**src/rtl/fetch_unit.sv**
```systemverilog
// Instruction fetch unit: boots from the reset vector at word 0, then streams
// one- and two-word instructions to decode, with stall hold and redirect.
module fetch_unit (
    input  logic        clk,
    input  logic        reset,
    input  logic        stall,
    input  logic        redirect_valid,
    input  logic [15:0] redirect_pc,
    input  logic [15:0] imem_rdata,
    output logic [15:0] imem_addr,
    output logic [15:0] ir_out,
    output logic [15:0] imm_out,
    output logic [15:0] pc_out,
    output logic        valid_out
);

    typedef enum logic [1:0] {
        BOOT  = 2'd0,
        FETCH = 2'd1,
        IMM   = 2'd2
    } state_t;

    state_t      state_reg, state_next;
    logic [15:0] pc_reg, pc_next;
    logic [15:0] hold_ir_reg, hold_ir_next;
    logic [15:0] hold_pc_reg, hold_pc_next;
    logic [15:0] ir_reg, ir_next;
    logic [15:0] imm_reg, imm_next;
    logic [15:0] pc_out_reg, pc_out_next;
    logic        valid_reg, valid_next;

    logic        two_word;
    logic        advance;

    assign two_word = imem_rdata[15];
    // Redirect outranks stall; stall only freezes when no redirect is pending.
    assign advance  = !redirect_valid && !stall;

    always_ff @(posedge clk) begin
        if (reset) begin
            state_reg <= BOOT;
        end else begin
            state_reg <= state_next;
        end
    end

    always_comb begin
        state_next = state_reg;
        case (state_reg)
            BOOT:    state_next = FETCH;
            FETCH: begin
                if (redirect_valid) begin
                    state_next = FETCH;
                end else if (advance && two_word) begin
                    state_next = IMM;
                end
            end
            IMM: begin
                if (redirect_valid || advance) begin
                    state_next = FETCH;
                end
            end
            default: state_next = BOOT;
        endcase
    end

    always_comb begin
        pc_next      = pc_reg;
        hold_ir_next = hold_ir_reg;
        hold_pc_next = hold_pc_reg;
        ir_next      = ir_reg;
        imm_next     = imm_reg;
        pc_out_next  = pc_out_reg;
        valid_next   = valid_reg;
        case (state_reg)
            BOOT: begin
                pc_next    = imem_rdata;
                valid_next = 1'b0;
            end
            FETCH: begin
                if (redirect_valid) begin
                    pc_next    = redirect_pc;
                    valid_next = 1'b0;
                end else if (advance) begin
                    pc_next = pc_reg + 16'd1;
                    if (two_word) begin
                        hold_ir_next = imem_rdata;
                        hold_pc_next = pc_reg;
                        valid_next   = 1'b0;
                    end else begin
                        ir_next     = imem_rdata;
                        imm_next    = 16'h0000;
                        pc_out_next = pc_reg;
                        valid_next  = 1'b1;
                    end
                end
            end
            IMM: begin
                if (redirect_valid) begin
                    pc_next    = redirect_pc;
                    valid_next = 1'b0;
                end else if (advance) begin
                    ir_next     = hold_ir_reg;
                    imm_next    = imem_rdata;
                    pc_out_next = hold_pc_reg;
                    valid_next  = 1'b1;
                    pc_next     = pc_reg + 16'd1;
                end
            end
            default: begin
                valid_next = 1'b0;
            end
        endcase
    end

    always_ff @(posedge clk) begin
        if (reset) begin
            pc_reg      <= 16'h0000;
            hold_ir_reg <= 16'h0000;
            hold_pc_reg <= 16'h0000;
            ir_reg      <= 16'h0000;
            imm_reg     <= 16'h0000;
            pc_out_reg  <= 16'h0000;
            valid_reg   <= 1'b0;
        end else begin
            pc_reg      <= pc_next;
            hold_ir_reg <= hold_ir_next;
            hold_pc_reg <= hold_pc_next;
            ir_reg      <= ir_next;
            imm_reg     <= imm_next;
            pc_out_reg  <= pc_out_next;
            valid_reg   <= valid_next;
        end
    end

    // BOOT always reads the reset vector from word 0.
    assign imem_addr = (state_reg == BOOT) ? 16'h0000 : pc_reg;
    assign ir_out    = ir_reg;
    assign imm_out   = imm_reg;
    assign pc_out    = pc_out_reg;
    assign valid_out = valid_reg;

endmodule

```
**config.mk**
```make
export PLATFORM = sky130hd
export DESIGN_NAME = fetch_unit
export DESIGN_NICKNAME = d
export VERILOG_FILES = /design/src/rtl/fetch_unit.sv
export SDC_FILE = /design/constraint.sdc
export NUM_CORES = 1
export LEC_CHECK = 0
export ABC_AREA = 1
export BUFFER_PORTS_ARGS = -buffer_cell sky130_fd_sc_hd__buf_2
export CAP_MARGIN = 20
export CELL_PAD_IN_SITES_DETAIL_PLACEMENT = 1
export CELL_PAD_IN_SITES_GLOBAL_PLACEMENT = 2
export CORE_MARGIN = 2
export CORE_UTILIZATION = 33
export DETAILED_ROUTE_END_ITERATION = 10
export PLACE_DENSITY_LB_ADDON = 0.1
export RECOVER_POWER = 25
export SYNTH_ARGS = -nofsm -noshare
export SYNTH_HDL_FRONTEND = slang
export SYNTH_SLANG_ARGS = --single-unit
```
**constraint.sdc**
```tcl
create_clock -name clk -period 3.4 [get_ports clk]
set_input_delay 0.68 -clock clk [delete_from_list [all_inputs] [get_ports clk]]
set_output_delay 0.68 -clock clk [all_outputs]
set_load 0.02 [all_outputs]
```
==> impl_results.md <==
- Critical path class: reg -> out
- Synth cell count leaders: 99 x dfxtp_1, 88 x nor2_1, 85 x a21oi_1
- Post-route cell area: 5460 µm²
- Clock transition at the registers of the reported paths: 70 ps
- Vias in the first global route: approximately 4,700
- Finish-stage setup viols: 0
- Fin worst setup slack: slightly below 1000 ps
- Max cap viols: 0
- Row cnt: between 40 and 50
- CP Data Arrival Time: between 1500 and 2000 ps
- Hold Fails Final Rpt: 0
- Die height: ~120 µm
- Max H-tree Level: 3
- Detailed placement HPWL: 11,000 µm
- EDFF count, synth: 0
- Global-route wire length before repair: 25,400 µm
- Setup TNS: 0 ps
- Post_cts resized: 0
- DIE WIDTH: around 120 µm
- Period minus WS final: about 2400 ps
- Port bufs: 100
- Mapped cell area: 4670 µm²
- Cell taking the most area after synthesis: dfxtp_1
- Worst hold slack: 465 ps
- Layout area overhead: 17.0%
- Cell with the most instances after synthesis: dfxtp_1
- #FFs+latches synth: 99
- Synthesis Warnings: 0
- Maximum vdd drop: between 200 and 250 µV
- Initial core utilization: 0.338
- Filler cells: between 1,500 and 2,000
- Synth area leaders: dfxtp_1 42%, a211oi_1 10%, a21oi_1 9.1%, nor2_1 7.1%, o21ai_0 6.0%
- Pre-antenna DRT Iters: 4
- Largest net degree at the start of global routing: between 80 and 90
- CTS tree: done
- Period Utilization, post-route: 0.716
- Sequential area share after synthesis: 0.425
- Final cell count without fillers: 886
- Remaining Overflow, GRT: 0
- Endpoint type of the worst setup path: output port
- Top_reg_cell synth: dfxtp_1
- CTS Hold Bufs: 0
- Worst rel slew slack: 0.430
- Least-Margin Pin Slew: 855 ps
- Root Driver: clkbuf_16
- Routed wire length: 15,900 µm
- Antenna Cells: 0
- Clk_skew: 7.54 ps
- Outcome: finished, final reports clean
- Die area: 15,100 µm²
- Ys async rst share: 0
- Layout cells sized above 1: 0.130
- Layout Nets: 742
- Placed Cells: 870
- Synth top area share: 0.425
- Clock sinks: 99
- Synth Net Count: 670
- CTS max path bufs: 2
- Reg2reg start: state_reg[1]$_SDFFE_PP0P_
- Crit path max fanout: 17
- Vias per std cell: about 5.2
- Power per standard cell area: about 650 nW/µm²
- Critical Path RT: between 2000 and 3000 ps
- Post-CTS Setup Bufs: 0
- Synth cell types: 28
- Crit start category: flip-flop
- Critical path launch point: state_reg[0]$_SDFFE_PP0P_
- Hold wc startpoint: pc_out[0]$_SDFFE_PP0P_
- Pleak: ~2.2 nW
- Initial antenna violation count: 0
- Total vias in the final route: ~4,600
- DRT antenna net count: 0
- Cell Area, Placed: around 5200 µm²
- Wire per inst: around 18 µm
- Clk Latency, worst-skew pair: 350 ps
- Num ports: 101
- Fin. max-slew vios: 0
- Number of remaining DRC errors: 0
- Core Footprint: 13,800 µm²
- DR iter-0 viols: around 280
- Final GP Congestion: ~0.84
- All-Layer GR Usage: 0.220
- Worst min path class: reg -> reg
- Syn avg cell area: around 7.4 µm²
- Synthesized instance count: between 600 and 700
- DP Worst Slack: slightly below 1000 ps
- FMAX: 411 MHz
- Total CTS buffers: 9
- RSZ-0062 raised after global routing: no
[worst max-delay path: stages, from the launching register on]
cell,delay [ps]
dfxtp_1,330
inv_1,100
ha_1,600
nor2_1,150
buf_2,200
[cells by family after synthesis]
kind of cell | share of synthesized area
DFF | 0.425
buffers and inverters | 0.107
AOI/OAI and AO/OA | 0.267
and+or+nand+nor | 0.180
xor gates and xnor gates | 0.00750
adders and majority gates | 0.0134
[stage by stage]
stage,util,power [mW]
finish,0.395,3.54
global route,0.395,3.76
CTS,0.399,3.58
detailed placement,0.378,2.56
global placement,0.378,2.53
floorplan,-,2.18
[layout by cell type (no fill, tap or decap), types with 3 or more instances in the layout]
cell,Yosys,routed
nor2_1,88,88
inv_1,71,71
a211oi_1,64,64
clkbuf_16,0,9
nand4_1,5,5
a21oi_1,85,85
xor2_1,4,4
ha_1,5,4
nand3b_1,16,16
buf_2,13,59
buf_4,1,7
inv_2,3,3
clkbuf_1,20,41
dfxtp_1,99,99
nand3_1,17,17
nand2_1,57,57
o21ai_0,56,56
[per-layer routing]
| layer | global-route usage | vias to the layer above | share of wire |
|---|---|---|---|
| met5 | 0 | - | 0 |
| met4 | 0.0740 | 0 | 0.015 |
| met3 | 0.0295 | 17 | 0.034 |
| met2 | 0.369 | 85 | 0.48 |
| met1 | 0.291 | 2212 | 0.47 |
| li1 | - | 2265 | - |
[final timing paths]
kind / endpoint / slack, ps / depth (start not counted)
max reg2reg: pc_out[6]$_SDFFE_PP0P_ / 1130 / 8
min: pc_out[0]$_SDFFE_PP0P_ / 470 / 2
min reg2reg: pc_out[0]$_SDFFE_PP0P_ / 470 / 2
max: imem_addr[4] / 970 / 4
[power breakdown]
group / internal [mW] / total [mW] / switching, mW
combinational: 0.314 / 1.09 / 0.778
clock: 0.539 / 1.02 / 0.478
sequential: 1.30 / 1.43 / 0.127
total: 2.15 / 3.54 / 1.38
[area by class of cell]
type,instances,area [µm²],area share
timing repair buffer,107,502,0.0919
sequential,99,1980,0.363
clock buffer,11,253,0.0463
multi-input combinational,410,2190,0.400
tap,180,225,0.0412
clock inverter,5,35.0,0.00641
inverter,74,278,0.0509
(Power assumes the default switching activity.)
